File: src/rtl/fcmp_pipe.sv
// Two-stage, multi-lane floating-point compare pipeline (EQ/LE/LT) with valid/ready handshaking.
// Define FCMP_PIPE_MINMAX_EN to add the MIN/MAX datapath; without it those op codes are reserved.
`timescale 1ns/1ps

module fcmp_pipe #(
    parameter int EXPWIDTH  = 8,
    parameter int PRECISION = 24,
    parameter int LANES     = 4,
    parameter int TAG_WIDTH = 8
) (
    input  logic                                 clk,
    input  logic                                 rst_n,
    input  logic                                 in_valid_i,
    output logic                                 in_ready_o,
    input  logic [2:0]                           op_i,
    input  logic [LANES*(EXPWIDTH+PRECISION)-1:0] a_i,
    input  logic [LANES*(EXPWIDTH+PRECISION)-1:0] b_i,
    input  logic [LANES-1:0]                     lane_mask_i,
    input  logic [TAG_WIDTH-1:0]                 tag_i,
    output logic                                 out_valid_o,
    input  logic                                 out_ready_i,
    output logic [LANES*(EXPWIDTH+PRECISION)-1:0] result_o,
    output logic [4:0]                           fflags_o,
    output logic [TAG_WIDTH-1:0]                 tag_o
);

    localparam int FW = EXPWIDTH + PRECISION;  // sign + exponent + stored significand
    localparam int MW = PRECISION - 1;         // stored significand width
    localparam int DW = LANES * FW;

    typedef enum logic [2:0] {
        OP_EQ  = 3'b000,
        OP_LE  = 3'b001,
        OP_LT  = 3'b010,
        OP_MIN = 3'b011,
        OP_MAX = 3'b100
    } op_e;

    function automatic logic is_nan(input logic [FW-1:0] x);
        return (&x[FW-2:MW]) && (|x[MW-1:0]);
    endfunction

    function automatic logic is_snan(input logic [FW-1:0] x);
        return is_nan(x) && !x[MW-1];
    endfunction

    // ---------------- handshake ----------------
    logic s1_valid_q, s2_valid_q;
    logic s2_adv, accept;

    assign s2_adv     = !s2_valid_q || out_ready_i;
    assign in_ready_o = !s1_valid_q || s2_adv;
    assign accept     = in_valid_i && in_ready_o;

    // ---------------- stage 1: classify and subtract magnitudes ----------------
    logic [LANES-1:0]          s1_nan_a_d, s1_nan_b_d, s1_snan_d, s1_zero_d, s1_sa_d, s1_sb_d;
    logic [LANES-1:0][FW-1:0]  s1_diff_d;

    always_comb begin
        // NOTE: every variable written here gets a default first so no latch is inferred.
        s1_nan_a_d = '0;
        s1_nan_b_d = '0;
        s1_snan_d  = '0;
        s1_zero_d  = '0;
        s1_sa_d    = '0;
        s1_sb_d    = '0;
        s1_diff_d  = '0;
        for (int l = 0; l < LANES; l++) begin
            s1_nan_a_d[l] = is_nan(a_i[l*FW +: FW]);
            s1_nan_b_d[l] = is_nan(b_i[l*FW +: FW]);
            s1_snan_d[l]  = is_snan(a_i[l*FW +: FW]) || is_snan(b_i[l*FW +: FW]);
            s1_zero_d[l]  = ~|a_i[l*FW +: FW-1] && ~|b_i[l*FW +: FW-1];
            s1_sa_d[l]    = a_i[l*FW + FW-1];
            s1_sb_d[l]    = b_i[l*FW + FW-1];
            // Top bit is the borrow (|a| < |b|); all-zero means equal magnitudes.
            s1_diff_d[l]  = {1'b0, a_i[l*FW +: FW-1]} - {1'b0, b_i[l*FW +: FW-1]};
        end
    end

    logic [LANES-1:0]          s1_nan_a_q, s1_nan_b_q, s1_snan_q, s1_zero_q, s1_sa_q, s1_sb_q;
    logic [LANES-1:0][FW-1:0]  s1_diff_q;
    logic [LANES-1:0]          s1_mask_q;
    op_e                       s1_op_q;
    logic [TAG_WIDTH-1:0]      s1_tag_q;
`ifdef FCMP_PIPE_MINMAX_EN
    logic [DW-1:0]             s1_a_q, s1_b_q;
`endif

    always_ff @(posedge clk or negedge rst_n) begin
        // NOTE: sequential state uses non-blocking assignments only.
        if (!rst_n) s1_valid_q <= 1'b0;
        else if (in_ready_o) s1_valid_q <= in_valid_i;
    end

    // NOTE: payload registers carry no reset; the valid bit alone qualifies them.
    always_ff @(posedge clk) begin
        if (accept) begin
            s1_nan_a_q <= s1_nan_a_d;
            s1_nan_b_q <= s1_nan_b_d;
            s1_snan_q  <= s1_snan_d;
            s1_zero_q  <= s1_zero_d;
            s1_sa_q    <= s1_sa_d;
            s1_sb_q    <= s1_sb_d;
            s1_diff_q  <= s1_diff_d;
            s1_mask_q  <= lane_mask_i;
            s1_op_q    <= op_e'(op_i);
            s1_tag_q   <= tag_i;
`ifdef FCMP_PIPE_MINMAX_EN
            s1_a_q     <= a_i;
            s1_b_q     <= b_i;
`endif
        end
    end

    // ---------------- stage 2: select result and flags ----------------
`ifdef FCMP_PIPE_MINMAX_EN
    localparam logic [FW-1:0] CANON_NAN = {1'b0, {EXPWIDTH{1'b1}}, 1'b1, {(MW-1){1'b0}}};
`endif

    logic [DW-1:0] s2_result_d;
    logic [4:0]    s2_fflags_d;

    always_comb begin
        logic          borrow, mag_eq, any_nan, lt_tot, eq_v, lt_v, inv;
        logic [FW-1:0] lr;
`ifdef FCMP_PIPE_MINMAX_EN
        logic [FW-1:0] la, lb;
        la = '0;
        lb = '0;
`endif
        borrow      = 1'b0;
        mag_eq      = 1'b0;
        any_nan     = 1'b0;
        lt_tot      = 1'b0;
        eq_v        = 1'b0;
        lt_v        = 1'b0;
        inv         = 1'b0;
        lr          = '0;
        s2_result_d = '0;
        s2_fflags_d = '0;
        for (int l = 0; l < LANES; l++) begin
            borrow  = s1_diff_q[l][FW-1];
            mag_eq  = ~|s1_diff_q[l];
            any_nan = s1_nan_a_q[l] || s1_nan_b_q[l];
            // Sign-magnitude total order in which -0 sorts below +0.
            lt_tot  = (s1_sa_q[l] != s1_sb_q[l]) ? s1_sa_q[l]
                    : (s1_sa_q[l] ? (!borrow && !mag_eq) : borrow);
            eq_v    = s1_zero_q[l] || ((s1_sa_q[l] == s1_sb_q[l]) && mag_eq);
            lt_v    = lt_tot && !s1_zero_q[l];
            lr      = '0;
            inv     = 1'b0;
`ifdef FCMP_PIPE_MINMAX_EN
            la      = s1_a_q[l*FW +: FW];
            lb      = s1_b_q[l*FW +: FW];
`endif
            case (s1_op_q)
                OP_EQ: begin
                    lr[0] = !any_nan && eq_v;
                    inv   = s1_snan_q[l];
                end
                OP_LE: begin
                    lr[0] = !any_nan && (lt_v || eq_v);
                    inv   = any_nan;
                end
                OP_LT: begin
                    lr[0] = !any_nan && lt_v;
                    inv   = any_nan;
                end
`ifdef FCMP_PIPE_MINMAX_EN
                OP_MIN, OP_MAX: begin
                    if (s1_nan_a_q[l] && s1_nan_b_q[l]) lr = CANON_NAN;
                    else if (s1_nan_a_q[l])             lr = lb;
                    else if (s1_nan_b_q[l])             lr = la;
                    else                                lr = ((s1_op_q == OP_MIN) == lt_tot) ? la : lb;
                    inv = s1_snan_q[l];
                end
`endif
                default: begin
                    lr  = '0;
                    inv = 1'b0;
                end
            endcase
            if (!s1_mask_q[l]) begin
                lr  = '0;
                inv = 1'b0;
            end
            s2_result_d[l*FW +: FW] = lr;
            s2_fflags_d[4]          = s2_fflags_d[4] || inv;
        end
    end

    logic [DW-1:0]        s2_result_q;
    logic [4:0]           s2_fflags_q;
    logic [TAG_WIDTH-1:0] s2_tag_q;

    always_ff @(posedge clk or negedge rst_n) begin
        if (!rst_n) begin
            s2_valid_q  <= 1'b0;
            s2_result_q <= '0;
            s2_fflags_q <= '0;
            s2_tag_q    <= '0;
        end else if (s2_adv) begin
            s2_valid_q <= s1_valid_q;
            if (s1_valid_q) begin
                s2_result_q <= s2_result_d;
                s2_fflags_q <= s2_fflags_d;
                s2_tag_q    <= s1_tag_q;
            end
        end
    end

    assign out_valid_o = s2_valid_q;
    assign result_o    = s2_result_q;
    assign fflags_o    = s2_fflags_q;
    assign tag_o       = s2_tag_q;

endmodule

File: config.mk
export PLATFORM = sky130hd
export DESIGN_NAME = fcmp_pipe
export DESIGN_NICKNAME = d
export VERILOG_FILES = /design/src/rtl/fcmp_pipe.sv
export SDC_FILE = /design/constraint.sdc
export NUM_CORES = 1
export LEC_CHECK = 0
export ABC_CLOCK_PERIOD_IN_PS = 4600
export BUFFER_PORTS_ARGS = -buffer_cell sky130_fd_sc_hd__buf_4
export CAP_MARGIN = 0
export CELL_PAD_IN_SITES_DETAIL_PLACEMENT = 2
export CELL_PAD_IN_SITES_GLOBAL_PLACEMENT = 2
export CORE_UTILIZATION = 29
export DETAILED_ROUTE_END_ITERATION = 6
export PLACE_DENSITY_LB_ADDON = 0.1
export SETUP_SLACK_MARGIN = 0.02
export SLEW_MARGIN = 20
export SYNTH_ARGS = -nofsm -noshare
export SYNTH_HDL_FRONTEND = slang
export SYNTH_SLANG_ARGS = --single-unit
File: constraint.sdc
create_clock -name clk -period 4.6 [get_ports clk]
set_input_delay 0.23 -clock clk [delete_from_list [all_inputs] [get_ports clk]]
set_output_delay 0.23 -clock clk [all_outputs]
set_load 0.03 [all_outputs]
==> impl_metrics.tcl <==
set metrics [dict create \
    fillers 5362 \
    port_buffers 289 \
    hp-start "out_ready_i" \
    worst_pin_slew_ns 0.897 \
    antenna_cells 0 \
    postPlaceCellArea_um2 16600 \
    synth_flop_cell "edfxtp_1" \
    drc 0 \
    fin_skew_ns 0.0103 \
    clock-sinks 182 \
    crit_family "compound AO/OA/AOI/OAI gates" \
    cts_hold_buffers 25 \
    grt_pass1_wl_mm 72.4 \
    gp_congestion 0.809 \
    dp_hpwl_mm 39.1 \
    drive_gt1_share_pct 18.8 \
    slowest_delay_ns 0.41 \
    dp_cells 2396 \
    fin_area_um2 17400 \
    gr-total-overflow 0 \
    synth_common_cells "edfxtp_1 (167), inv_1 (160), buf_4 (128), ha_1 (124), nor2_1 (107)" \
    ios 418 \
    syn_inst 1501 \
    cts_resized 0 \
    fmax_mhz 368 \
    viasPerCell 4.84 \
    core_area_um2 47900 \
    grt_start_max_net_pins 84 \
    htreeDepth 4 \
    ir_drop_mv 0.225 \
    clock_latency_ns 0.44 \
    num_vias 11900 \
    status "completed" \
    final_cells 2453 \
    drt-pass1-iter-count 6 \
    cts.path.max_buffers 2 \
    cts_made_buffers 17 \
    area_growth_pct 23.2 \
    dpl_worst_slack_ns 1.34 \
    power_density_nw_per_um2 298 \
    synth.most_common_cell "edfxtp_1" \
    synthTopCellsByArea "edfxtp_1 (35%), ha_1 (11%), buf_4 (6.8%)" \
    cp-start-kind "input pin" \
    synth_top_area_share_pct 35.4 \
    worstHoldPathCells 3 \
    synth_cell_type_count 73 \
    p_leak_uw 0.00778 \
    ys_async_sr_fraction_pct 8.24 \
    arrival_ns 2.92 \
    synth_edf_count 167 \
    hold_viol_final 0 \
    cts_tree "yes" \
    row_count 80 \
    maxSlewViolCount 0 \
    cp_num_buf_inv 2 \
    first_global_vias 13100 \
    setup_slack_ns 1.88 \
    syn_area_per_cell_um2 9.43 \
    die_w_um 223 \
    hp-class "input pin to flop" \
    yosysTopAreaCell "edfxtp_1" \
    final_nets 2228 \
    finalSetupViolCount 0 \
    initial_utilization_pct 29.5 \
    rr_endpoint "s1_diff_q[47]" \
    post_drt_wl_per_cell_um 18.8 \
    p_total_uw 5190 \
    rr_worst_depth 3 \
    ys_seq_area_share_pct 38.1 \
    crit_type "input pin to flop" \
    synth-seq-cells 182 \
    track_usage_pct 18.5 \
    min_to "out_valid_o" \
    crit_fanout 3 \
    fin_crit_ns 2.72 \
    clk_pin_slew_worst_paths_ns 0.08 \
    r2r_setup_slack_ns 2.49 \
    relSlewSlack_pct 40.0 \
    syn_area_um2 14200 \
    die_h_um 223 \
    setup_tns_ns 0 \
    path_cells "buf_4, inv_1, ha_1, fa_1, nor2b_1, o31a_1, o31ai_1, a21boi_1, a221oi_2, a22oi_1, a211o_1, a21oi_1, xnor2_1" \
    drtAntennaViolNets 0 \
    required_ns 4.80 \
    critical-path-slowest-cell "a221oi_2" \
    antenna_found_initial 1 \
    cts_root_buf "clkbuf_16" \
    min_period_over_period_pct 59.1 \
    yosysWarnings 0 \
    post_cts_buffers 0 \
    r2r-start "out_valid_o" \
    critPathCaptureType "flop" \
    max_cap_viol_count 0 \
    finalWirelength_mm 46.1 \
    drt_first_iter_violations 434 \
    dieArea_um2 49700 \
    rsz0062_at_grt "no" \
]
## flip-flops by register name, indices dropped and copies added, names as in the netlist, 3 cells and up
signal      count
s1_zero_q       4
s1_mask_q       4
s1_tag_q        8
s1_nan_a_q      4
s1_snan_q       4
s1_sb_q         4
tag_o           8
s1_diff_q     128
result_o        4
s1_op_q         3
s1_nan_b_q      4
s1_sa_q         4
## cells in the final DEF (no fill, tap or decap), drive strengths merged, types with 5 or more instances in the layout
cell type and instances:
buf 292, nor2 107, o31ai 7, nand4 46, a211oi 9, and3 6, and4 5, and2 7
a31oi 17, nand3 25, xor2 38, a21boi 5, ha 124, dlygate4sd3 25, nand2 82, mux2 8
conb 128, a21oi 88, a21o 48, nor2b 18, o21bai 10, o21a 25, edfxtp 167, o31a 7
o21ai 68, nor4 90, dfrtp 15, clkbuf 19, inv 165, xnor2 65, nand2b 13, a311oi 6
a22o 6, nor3 36
## final cells by class
| cell class | count | area [um2] | share of cell area, % |
|---|---|---|---|
| tap | 615 | 769 | 4.41 |
| clock inverter | 13 | 145 | 0.832 |
| sequential | 182 | 5390 | 30.9 |
| clock buffer | 19 | 443 | 2.54 |
| multi-input combinational | 1147 | 7640 | 43.8 |
| inverter | 160 | 601 | 3.44 |
| timing repair buffer | 317 | 2450 | 14.1 |
## where the power goes
group / leakage [uW] / switching (uW) / total, uW / internal, uW
Combinational: 0.00571 / 937 / 1570 / 634
Clock: 0.000286 / 672 / 1500 / 824
Sequential: 0.00179 / 63.6 / 2130 / 2060
Total: 0.00778 / 1670 / 5190 / 3520
## layer usage
| metal | track usage [%] | vias up | wire [um] |
|---|---|---|---|
| met5 | 0 | - | 13 |
| met4 | 3.87 | 2 | 494 |
| met3 | 2.28 | 33 | 1450 |
| met2 | 31.9 | 248 | 22300 |
| met1 | 24.8 | 5726 | 21800 |
| li1 | - | 5870 | - |
## metrics by stage
| step | hold slack, ns | util, % |
|---|---|---|
| 6_report | 0.0808 | 36.4 |
| 5_1_grt | 0.109 | 36.4 |
| 4_1_cts | 0.0549 | 36.4 |
| 3_5_place_dp | 0.115 | 34.6 |
| 3_3_place_gp | 0.116 | 34.6 |
| 2_1_floorplan | -0.0656 | - |
## cells by family after synthesis
kind of cell / count (synthesis) / share of synthesized area (%)
xor+xnor: 103 / 6.37
flops: 182 / 38.1
other cells: 1 / 0.0265
buf+inv: 299 / 11.3
mux: 8 / 0.637
simple gates: 445 / 16.0
fa+ha+maj: 128 / 11.5
compound gates: 335 / 16.0
## worst max-delay path by stage
stage,startpoint,endpoint,slack [ns],cells past startpoint
final,a_i[64],s1_diff_q[94],1.88,13
after CTS,a_i[64],s1_diff_q[94],1.85,13
after global routing,a_i[64],s1_diff_q[94],1.66,13
after floorplan,out_valid_o,s1_diff_q[0],1.17,2
after detailed placement,a_i[64],s1_diff_q[94],1.34,13
after global placement,a_i[64],s1_diff_q[94],1.44,13
## worst reg2reg max path: cells and delay by family (launching register included)
family | cells | cell delay (ns)
buf+inv | 1 | 0.61
flops | 1 | 0.40
simple gates | 2 | 0.72
No activity file was read; power rests on OpenSTA's default activity.
